--- src/rtl/mem_port_arbiter_pkg.sv ---
// Shared types for the FiveSPCPU unified-memory arbiter: FSM states, port
// ownership encoding and latency defaults.
package cpu_mem_pkg;

    typedef enum logic [1:0] {
        IDLE   = 2'd0,
        ACCESS = 2'd1,
        DONE   = 2'd2
    } state_t;

    typedef enum logic {
        OWN_IF = 1'b0,
        OWN_DM = 1'b1
    } owner_t;

    localparam int MEM_LAT_DEFAULT = 2;

    // Bits needed to hold a down-counter that starts at n-1 (at least one bit).
    function automatic int cnt_width(input int n);
        return (n > 1) ? $clog2(n) : 1;
    endfunction

endpackage

--- src/rtl/mem_port_arbiter_if.sv ---
// Bundle of the fetch port, data port and memory-side signals of the arbiter.
// slave = arbiter view, master = CPU/memory side view.
interface mem_port_arbiter_if #(
    parameter int ADDR_W = 32,
    parameter int DATA_W = 32
);
    logic              if_req;
    logic [ADDR_W-1:0] if_addr;
    logic [DATA_W-1:0] if_rdata;
    logic              if_ready;

    logic              dm_req;
    logic              dm_we;
    logic [ADDR_W-1:0] dm_addr;
    logic [DATA_W-1:0] dm_wdata;
    logic [DATA_W-1:0] dm_rdata;
    logic              dm_ready;

    logic              mem_en;
    logic              mem_we;
    logic [ADDR_W-1:0] mem_addr;
    logic [DATA_W-1:0] mem_wdata;
    logic [DATA_W-1:0] mem_rdata;

    logic              busy;

    modport slave (
        input  if_req, if_addr, dm_req, dm_we, dm_addr, dm_wdata, mem_rdata,
        output if_rdata, if_ready, dm_rdata, dm_ready,
               mem_en, mem_we, mem_addr, mem_wdata, busy
    );

    modport master (
        output if_req, if_addr, dm_req, dm_we, dm_addr, dm_wdata, mem_rdata,
        input  if_rdata, if_ready, dm_rdata, dm_ready,
               mem_en, mem_we, mem_addr, mem_wdata, busy
    );

endinterface

--- src/rtl/mem_port_arbiter_lat_counter.sv ---
// Memory latency down-counter: loads MEM_LAT-1 at grant time and reports
// done once it has reached zero.
module mem_lat_counter
    import cpu_mem_pkg::*;
#(
    parameter int MEM_LAT = MEM_LAT_DEFAULT
) (
    input  logic i_clk,
    input  logic i_rst,
    input  logic i_load,
    input  logic i_en,
    output logic o_done
);

    localparam int            CW       = cnt_width(MEM_LAT);
    localparam logic [CW-1:0] LOAD_VAL = CW'(MEM_LAT - 1);

    logic [CW-1:0] r_cnt;

    always_ff @(posedge i_clk) begin
        if (i_rst) begin
            r_cnt <= '0;
        end else if (i_load) begin
            r_cnt <= LOAD_VAL;
        end else if (i_en && (r_cnt != '0)) begin
            r_cnt <= r_cnt - CW'(1);
        end
    end

    assign o_done = (r_cnt == '0);

endmodule

--- src/rtl/mem_port_arbiter.sv ---
// Arbitrates the single memory port between instruction fetch and load/store,
// favouring data accesses but forcing a fetch after FAIR_LIMIT data grants.
module mem_port_arbiter
    import cpu_mem_pkg::*;
#(
    parameter int MEM_LAT    = MEM_LAT_DEFAULT,
    parameter int FAIR_LIMIT = 4,
    parameter int ADDR_W     = 32,
    parameter int DATA_W     = 32
) (
    input  logic             CLK,
    input  logic             Reset,
    mem_port_arbiter_if.slave bus
);

    localparam int            SW         = (FAIR_LIMIT > 0) ? $clog2(FAIR_LIMIT + 1) : 1;
    localparam logic [SW-1:0] STREAK_MAX = SW'(FAIR_LIMIT);
    localparam bit            FAIR_EN    = (FAIR_LIMIT != 0);

    state_t            r_state,     w_state_next;
    owner_t            r_owner,     w_owner_next;
    logic [SW-1:0]     r_streak,    w_streak_next;
    logic              r_mem_en,    w_mem_en_next;
    logic              r_mem_we,    w_mem_we_next;
    logic [ADDR_W-1:0] r_mem_addr,  w_mem_addr_next;
    logic [DATA_W-1:0] r_mem_wdata, w_mem_wdata_next;
    logic [DATA_W-1:0] r_if_rdata,  w_if_rdata_next;
    logic [DATA_W-1:0] r_dm_rdata,  w_dm_rdata_next;
    logic              r_if_ready,  w_if_ready_next;
    logic              r_dm_ready,  w_dm_ready_next;
    logic              r_busy,      w_busy_next;

    logic w_cnt_load;
    logic w_cnt_en;
    logic w_cnt_done;
    logic w_grant_if;

    mem_lat_counter #(
        .MEM_LAT (MEM_LAT)
    ) u_lat_cnt (
        .i_clk  (CLK),
        .i_rst  (Reset),
        .i_load (w_cnt_load),
        .i_en   (w_cnt_en),
        .o_done (w_cnt_done)
    );

    always_comb begin
        w_state_next     = r_state;
        w_owner_next     = r_owner;
        w_streak_next    = r_streak;
        w_mem_en_next    = r_mem_en;
        w_mem_we_next    = r_mem_we;
        w_mem_addr_next  = r_mem_addr;
        w_mem_wdata_next = r_mem_wdata;
        w_if_rdata_next  = r_if_rdata;
        w_dm_rdata_next  = r_dm_rdata;
        w_if_ready_next  = 1'b0;
        w_dm_ready_next  = 1'b0;
        w_cnt_load       = 1'b0;
        w_cnt_en         = 1'b0;
        w_grant_if       = 1'b0;

        case (r_state)
            IDLE: begin
                if (bus.if_req || bus.dm_req) begin
                    // Fetch wins only when alone or when its wait has hit the fairness limit.
                    w_grant_if       = bus.if_req &&
                                       (!bus.dm_req || (FAIR_EN && (r_streak == STREAK_MAX)));
                    w_owner_next     = w_grant_if ? OWN_IF : OWN_DM;
                    w_mem_addr_next  = w_grant_if ? bus.if_addr : bus.dm_addr;
                    w_mem_we_next    = !w_grant_if && bus.dm_we;
                    w_mem_wdata_next = w_grant_if ? '0 : bus.dm_wdata;
                    w_mem_en_next    = 1'b1;
                    w_cnt_load       = 1'b1;
                    w_state_next     = ACCESS;
                    if (w_grant_if || !bus.if_req) begin
                        w_streak_next = '0;
                    end else if (r_streak != STREAK_MAX) begin
                        w_streak_next = r_streak + SW'(1);
                    end
                end
            end
            ACCESS: begin
                w_cnt_en = 1'b1;
                if (w_cnt_done) begin
                    w_mem_en_next = 1'b0;
                    w_mem_we_next = 1'b0;
                    w_state_next  = DONE;
                    if (r_owner == OWN_IF) begin
                        w_if_rdata_next = bus.mem_rdata;
                        w_if_ready_next = 1'b1;
                    end else begin
                        if (!r_mem_we) begin
                            w_dm_rdata_next = bus.mem_rdata;
                        end
                        w_dm_ready_next = 1'b1;
                    end
                end
            end
            DONE: begin
                w_state_next = IDLE;
            end
            default: begin
                w_state_next = IDLE;
            end
        endcase

        w_busy_next = (w_state_next != IDLE);
    end

    always_ff @(posedge CLK) begin
        if (Reset) begin
            r_state     <= IDLE;
            r_owner     <= OWN_IF;
            r_streak    <= '0;
            r_mem_en    <= 1'b0;
            r_mem_we    <= 1'b0;
            r_mem_addr  <= '0;
            r_mem_wdata <= '0;
            r_if_rdata  <= '0;
            r_dm_rdata  <= '0;
            r_if_ready  <= 1'b0;
            r_dm_ready  <= 1'b0;
            r_busy      <= 1'b0;
        end else begin
            r_state     <= w_state_next;
            r_owner     <= w_owner_next;
            r_streak    <= w_streak_next;
            r_mem_en    <= w_mem_en_next;
            r_mem_we    <= w_mem_we_next;
            r_mem_addr  <= w_mem_addr_next;
            r_mem_wdata <= w_mem_wdata_next;
            r_if_rdata  <= w_if_rdata_next;
            r_dm_rdata  <= w_dm_rdata_next;
            r_if_ready  <= w_if_ready_next;
            r_dm_ready  <= w_dm_ready_next;
            r_busy      <= w_busy_next;
        end
    end

    assign bus.mem_en    = r_mem_en;
    assign bus.mem_we    = r_mem_we;
    assign bus.mem_addr  = r_mem_addr;
    assign bus.mem_wdata = r_mem_wdata;
    assign bus.if_rdata  = r_if_rdata;
    assign bus.if_ready  = r_if_ready;
    assign bus.dm_rdata  = r_dm_rdata;
    assign bus.dm_ready  = r_dm_ready;
    assign bus.busy      = r_busy;

endmodule

--- src/flat_wrapper.sv ---
// flat-port wrapper written by rule: the top's interface ports become plain ports
module mem_port_arbiter_flat import cpu_mem_pkg::*;
#(
    parameter int MEM_LAT    = MEM_LAT_DEFAULT,
    parameter int FAIR_LIMIT = 4,
    parameter int ADDR_W     = 32,
    parameter int DATA_W     = 32
)
  (CLK, Reset, bus_if_req, bus_if_addr, bus_dm_req, bus_dm_we, bus_dm_addr, bus_dm_wdata, bus_mem_rdata, bus_if_rdata, bus_if_ready, bus_dm_rdata, bus_dm_ready, bus_mem_en, bus_mem_we, bus_mem_addr, bus_mem_wdata, bus_busy);
  mem_port_arbiter_if #(.ADDR_W(ADDR_W), .DATA_W(DATA_W)) bus_i ();
  input  logic CLK;
  input  logic Reset;
  input wire logic [$bits(bus_i.if_req)-1:0] bus_if_req;
  input wire logic [$bits(bus_i.if_addr)-1:0] bus_if_addr;
  input wire logic [$bits(bus_i.dm_req)-1:0] bus_dm_req;
  input wire logic [$bits(bus_i.dm_we)-1:0] bus_dm_we;
  input wire logic [$bits(bus_i.dm_addr)-1:0] bus_dm_addr;
  input wire logic [$bits(bus_i.dm_wdata)-1:0] bus_dm_wdata;
  input wire logic [$bits(bus_i.mem_rdata)-1:0] bus_mem_rdata;
  output wire logic [$bits(bus_i.if_rdata)-1:0] bus_if_rdata;
  output wire logic [$bits(bus_i.if_ready)-1:0] bus_if_ready;
  output wire logic [$bits(bus_i.dm_rdata)-1:0] bus_dm_rdata;
  output wire logic [$bits(bus_i.dm_ready)-1:0] bus_dm_ready;
  output wire logic [$bits(bus_i.mem_en)-1:0] bus_mem_en;
  output wire logic [$bits(bus_i.mem_we)-1:0] bus_mem_we;
  output wire logic [$bits(bus_i.mem_addr)-1:0] bus_mem_addr;
  output wire logic [$bits(bus_i.mem_wdata)-1:0] bus_mem_wdata;
  output wire logic [$bits(bus_i.busy)-1:0] bus_busy;
  assign bus_i.if_req = bus_if_req;
  assign bus_i.if_addr = bus_if_addr;
  assign bus_i.dm_req = bus_dm_req;
  assign bus_i.dm_we = bus_dm_we;
  assign bus_i.dm_addr = bus_dm_addr;
  assign bus_i.dm_wdata = bus_dm_wdata;
  assign bus_i.mem_rdata = bus_mem_rdata;
  assign bus_if_rdata = bus_i.if_rdata;
  assign bus_if_ready = bus_i.if_ready;
  assign bus_dm_rdata = bus_i.dm_rdata;
  assign bus_dm_ready = bus_i.dm_ready;
  assign bus_mem_en = bus_i.mem_en;
  assign bus_mem_we = bus_i.mem_we;
  assign bus_mem_addr = bus_i.mem_addr;
  assign bus_mem_wdata = bus_i.mem_wdata;
  assign bus_busy = bus_i.busy;
  mem_port_arbiter #(.MEM_LAT(MEM_LAT), .FAIR_LIMIT(FAIR_LIMIT), .ADDR_W(ADDR_W), .DATA_W(DATA_W)) u_core (.CLK(CLK), .Reset(Reset), .bus(bus_i));
endmodule
--- config.mk ---
export PLATFORM = sky130hd
export DESIGN_NAME = mem_port_arbiter_flat
export DESIGN_NICKNAME = d
export VERILOG_FILES = /design/src/rtl/mem_port_arbiter_pkg.sv /design/src/rtl/mem_port_arbiter_if.sv /design/src/rtl/mem_port_arbiter_lat_counter.sv /design/src/rtl/mem_port_arbiter.sv /design/src/flat_wrapper.sv
export SDC_FILE = /design/constraint.sdc
export NUM_CORES = 1
export LEC_CHECK = 0
export CAP_MARGIN = 20
export CORE_MARGIN = 2
export CORE_UTILIZATION = 46
export CTS_CLUSTER_DIAMETER = 50
export DETAILED_ROUTE_END_ITERATION = 16
export PLACE_DENSITY_LB_ADDON = 0.08
export SLEW_MARGIN = 20
export SYNTH_ARGS = -nofsm -noshare
export SYNTH_HDL_FRONTEND = slang
export SYNTH_SLANG_ARGS = --single-unit
--- constraint.sdc ---
create_clock -name CLK -period 3.04 [get_ports CLK]
set_clock_uncertainty 0.2 [all_clocks]
set_input_delay 0.76 -clock CLK [delete_from_list [all_inputs] [get_ports CLK]]
set_output_delay 0.76 -clock CLK [all_outputs]
set_load 0.1 [all_outputs]
* Yosys cells after proc, flatten, opt, wreduce, memory -nomap -nowiden
Cells that the tools add are included.
Cells by class: bitwise logic cells 4, eq/ne operators 5, reductions and logical operators 20, multiplexer cells 20, add/subtract/negate cells 2
Operators by type and width (number):
- $mux 32 | 2
- $mux 1 | 11
- $reduce_and 3->1 | 3
- $reduce_bool 2->1 | 4
- $mux 3 | 2
- $mux 2 | 2
- $not 1->1 | 4
- $pmux 1 s2 | 2
- $pmux 2 s2 | 1
- $reduce_and 4->1 | 1
- $add 3x1->3 const B | 1
- $eq 3x3->1 const B | 1
- $logic_and 1x1->1 | 3
- $logic_not 1->1 | 3
- $logic_or 1x1->1 | 3
- $ne 3x3->1 const B | 1
- $reduce_or 3->1 | 1
- $eq 2x1->1 const B | 1
- $logic_not 2->1 | 1
- $ne 2x1->1 const B | 1
- $ne 2x2->1 const B | 1
- $reduce_and 2->1 | 1
- $sub 1x1->1 const B | 1
Storage, ports and cells: logic and storage cells 64, register bits after elaboration 140

* Longest topological paths before layout
word-level depth 7, gate-level depth with buffers 6, mapped depth without buffers 5

* By module
A second synthesis with hierarchy kept.
Unflattened totals: cells, all modules 695, area, all modules 5890.6 um^2
By module, submodules not included:
- mem_port_arbiter | seq. area each 2782.7 um^2, cells each 690, area each 5848.1 um^2, times used 1
- mem_lat_counter | seq. area each 20.0 um^2, cells each 5, area each 42.5 um^2, times used 1

* Least setup slack after synthesis
OpenSTA, ideal clock, no wires.
kind input -> register, start input bus_if_req, end register u_core.u_lat_cnt.r_cnt, cell stages on the path 6, path slack 1020 ps, library setup time 131 ps, buffers on the path 3, required time 2709 ps, arrival time 1689 ps, cells stage by stage buf_4 > or2_2 > buf_2 > buf_2 > a21oi_1 > nor3_1
Between the ends: longest elaborated chain between the ends 4, elaborated cells between the ends (all ways) 5, those cells by class 3 x mux; 2 x reduce/logical
Ends and longest elaborated chain:
- start: declaration | RTL line flat_wrapper.sv:13 | input wire logic [$bits(bus_i.if_req)-1:0] bus_if_req;
- $logic_or 1x1->1 (*) | RTL line mem_port_arbiter.sv:66 | if (bus.if_req || bus.dm_req) begin
- $mux 1 (*) | RTL line mem_port_arbiter.sv:66
- $mux 1 (*) | RTL line mem_port_arbiter.sv:64 | case (r_state)
- $mux 1 or $reduce_bool 2->1 (tied branches)
- end signal: assignment | RTL line mem_port_arbiter_lat_counter.sv:26 | r_cnt <= r_cnt - CW'(1);
- end: declaration | RTL line mem_port_arbiter_lat_counter.sv:18 | logic [CW-1:0] r_cnt;
Mark *: on every way between the ends. The rest lies on a longest branch, timed or not. A chain may end at the register's enable or synchronous reset.

* Worst setup path in the final report
start input bus_dm_req, end register u_core.r_mem_addr[29] (netlist: u_core.bus.mem_addr[29])
Between the ends: longest elaborated chain between the ends 4, elaborated cells between the ends (all ways) 6, those cells by class 1 x mux; 5 x reduce/logical
Ends and longest elaborated chain:
- start: declaration | RTL line flat_wrapper.sv:15 | input wire logic [$bits(bus_i.dm_req)-1:0] bus_dm_req;
- $logic_not 1->1 | RTL line mem_port_arbiter.sv:69 | (!bus.dm_req || (FAIR_EN && (r_streak == STREAK_MAX)));
- $logic_or 1x1->1 | RTL line mem_port_arbiter.sv:69
- $logic_and 1x1->1 | RTL line mem_port_arbiter.sv:68 | w_grant_if = bus.if_req &&
- $mux 32 | RTL line mem_port_arbiter.sv:71 | w_mem_addr_next = w_grant_if ? bus.if_addr : bus.dm_addr;
- end signal: assignment | RTL line mem_port_arbiter.sv:132 | r_mem_addr <= w_mem_addr_next;
- end: declaration | RTL line mem_port_arbiter.sv:25 | logic [ADDR_W-1:0] r_mem_addr, w_mem_addr_next;
Several ways; a longest one is shown, not always the timed one.

==> impl_metrics.toml <==
[drt]
finalWirelength_um = 19900
dr.pass1.iters = 6
vias = 6463
ant_nets = 0
viasPerCell = 5.90
post-route-drc-count = 0
drt_iter0_markers = 551
wl_per_cell_um = 18.2

[global_routing]
track_usage_pct = 27.0
antenna_found_initial = 0
overflow = 0
grt_max_degree = 53
first_global_vias = 6154
grt_pass1_wl_um = 31100

[clock_network]
cts_tree = "built"
clk_pin_slew_worst_paths_ps = 60
clock_path_buffers = 2
cts_max_level = 4
cts_sinks = 140
cts_setup_buffers = 0
cts_hold_buf = 0
post_cts_resized = 0
clk-insertion-delay-late_ps = 420
clockRootBuffer = "clkbuf_16"
cts_inserted_buffers = 17

[die]
die_x_um = 119
rows = 42
die_area_um2 = 14200
start_util_pct = 46.6
core_area_um2 = 13100
die_y_um = 119
io_pins = 266

[timing]
maxSlewViolCount = 0
maxSlewHeadroom_pct = 48.5
rsz0062_at_grt = "false"
tns_ps = 0
worst_slack_ps = 603
setup-violations-final = 0
period_minus_slack_ps = 2440
tightest_slew_ps = 773
max_freq_mhz = 410
hold_slack_ps = 254
min_period_over_period_pct = 80.2
hold_viol = 0

[synthesis]
synthesis.nets = 829
postSynthCellCount = 694
synth_area_leader_cell = "dfxtp_1"
synthFlopType = "dfxtp_1"
synth_area_um2 = 6120
synth.avg_cell_area_um2 = 8.81
synth_edf_count = 0
synth_warnings = 0
yosysUniqueCellTypes = 36
synth_top_area_share_pct = 45.8
synth_seq_area_share_pct = 45.8
async_flop_share_pct = 0
ys_ff_latch = 140
synthTopCellsByArea = "dfxtp_1 46%, a21oi_1 11%, a2111oi_2 7.9%"

[pwr]
p_int_mw = 3.90
switching_share_pct = 36.9
switchingPower_mw = 2.28
power.density_nw_per_um2 = 684
power_mw = 6.19
leakagePower_nw = 3.31
p_comb_share_pct = 30.9
power_frac_clock_pct = 35.9
vdd_ir_drop_max_uv = 382
power_frac_seq_pct = 33.2

[finish]
final_layout_size_suffix_gt1_share_pct = 25.0
fin_cells = 1096
final_nets = 1043
antenna_cells = 0
syn_to_final_growth_pct = 48.0

[setup_path]
slowest_stage = "or2_2"
crit_chain = "clkdlybuf4s50_1 -> or2_2 -> a21oi_1 -> nor4_1"
cp_top_family = "simple AND/OR/NAND/NOR gates"
cp_slowest_stage_delay_ps = 670
path_depth = 4
cp.arrival_ps = 2540
required_ps = 3150
crit_type = "input port to flip-flop"
path_buf_inv = 1
rr_worst_depth = 4
crit_path_end_kind = "flip-flop"
start_kind = "input port"
cp_max_fo = 36

[run_status]
status = "finished, final reports clean"

[place]
gp_congestion = 0.863
hpwl_um = 13000
pre_cts_ws_ps = 272
placed_cells = 1065
port_buffers = 265

[hold_path]
hold_class = "flip-flop to flip-flop"
holdPathStages = 2

[run]
drv_cap = 0
-- worst register-to-register path, stage by stage, from the launching register on --
cell       delay, ps
dfxtp_1          570
or2_4            550
buf_12           330
a2111oi_2         90
nor4_1           340
-- path summary, 6_finish.rpt --
path	slack, ps	endpoint	from
worst min register to register	250	u_core.bus.if_rdata[16]	u_core.bus.if_rdata[16]
worst max register to register	860	u_core.bus.mem_addr[29]	u_core.r_state[1]
worst min-delay path	250	u_core.bus.if_rdata[16]	u_core.bus.if_rdata[16]
worst max-delay path	600	u_core.bus.mem_addr[29]	bus_dm_req
-- logic make-up (layout without fill, tap and decap cells) --
logic type | Yosys count | after routing | share of synthesized area, %
AO/OA/AOI/OAI | 273 | 273 | 29.9
adder cells (fa/ha/maj) | 2 | 2 | 0.409
buffers and inverters | 94 | 320 | 8.04
flip-flops | 140 | 140 | 45.8
AND/OR/NAND/NOR | 185 | 185 | 15.8
-- metrics by stage --
step           area (µm²)  util (%)
3_5_place_dp         8410      64.0
5_1_grt              9050      68.9
2_1_floorplan        6120         -
4_1_cts              9050      68.9
3_3_place_gp         8410      64.0
6_report             9050      68.9
-- power groups by stage --
stage / logic [mW] / registers [mW] / clock network (mW)
after floorplan: 0.519 / 2.97 / 0
after global placement: 1.89 / 2.09 / 0
after detailed placement: 1.91 / 2.09 / 0
after CTS: 1.91 / 2.05 / 2.25
after global routing: 1.99 / 2.07 / 2.33
final: 1.91 / 2.05 / 2.22
-- registers in the layout, indices dropped and copies added (netlist names) --
register,cells
u_core.bus.if_rdata,32
u_core.bus.dm_rdata,32
u_core.r_state,2
u_core.r_streak,3
u_core.r_owner,1
u_core.bus.mem_en,1
u_core.bus.mem_we,1
u_core.bus.if_ready,1
u_core.bus.dm_ready,1
u_core.bus.mem_addr,32
u_core.bus.busy,1
u_core.bus.mem_wdata,32
u_core.u_lat_cnt.r_cnt,1
-- layer usage --
layer | part of all wire [%] | global-route usage (%)
met4 | 2.8 | 10.8
met5 | 0 | 0
met2 | 49 | 44.8
met3 | 7.9 | 8.33
met1 | 41 | 32.8
-- cells in the mapped netlist, types with 2 or more instances --
cell,n
buf_4,3
dfxtp_1,140
nor4_1,64
nand4_1,2
buf_2,34
buf_6,11
a21oi_1,136
ha_1,2
clkbuf_2,2
o21ai_1,6
o2111ai_1,33
inv_1,4
o21ai_0,61
nor2b_1,2
nand2_1,68
a2111oi_2,32
nand3_1,32
nor2_2,2
clkbuf_1,40
nor2_1,3
and2_1,2
-- cells in the final DEF, fill, tap and decap left out, types with 2 or more instances in the layout --
cell type,instances
buf_4,149
dfxtp_1,140
o2111ai_1,33
clkbuf_16,17
ha_1,2
clkinv_2,2
a2111oi_2,32
o21ai_0,61
buf_12,5
nor2_4,2
nand4_1,2
o21ai_1,6
inv_1,3
nand2_1,68
bufinv_16,4
a21oi_1,136
nor4_1,64
clkinvlp_4,2
clkbuf_8,3
and2_1,2
nand3_1,32
nor2_1,3
clkdlybuf4s50_1,130
-- cell type report --
type | instances | area, µm²
inverters | 4 | 15.0
fillers | 1087 | 4090
repair buffers | 285 | 2520
flip-flops and latches | 140 | 2800
clock inverters | 10 | 163
well taps | 176 | 220
multi-input cells | 460 | 2850
clock buffers | 21 | 470
(Power assumes the default switching activity.)
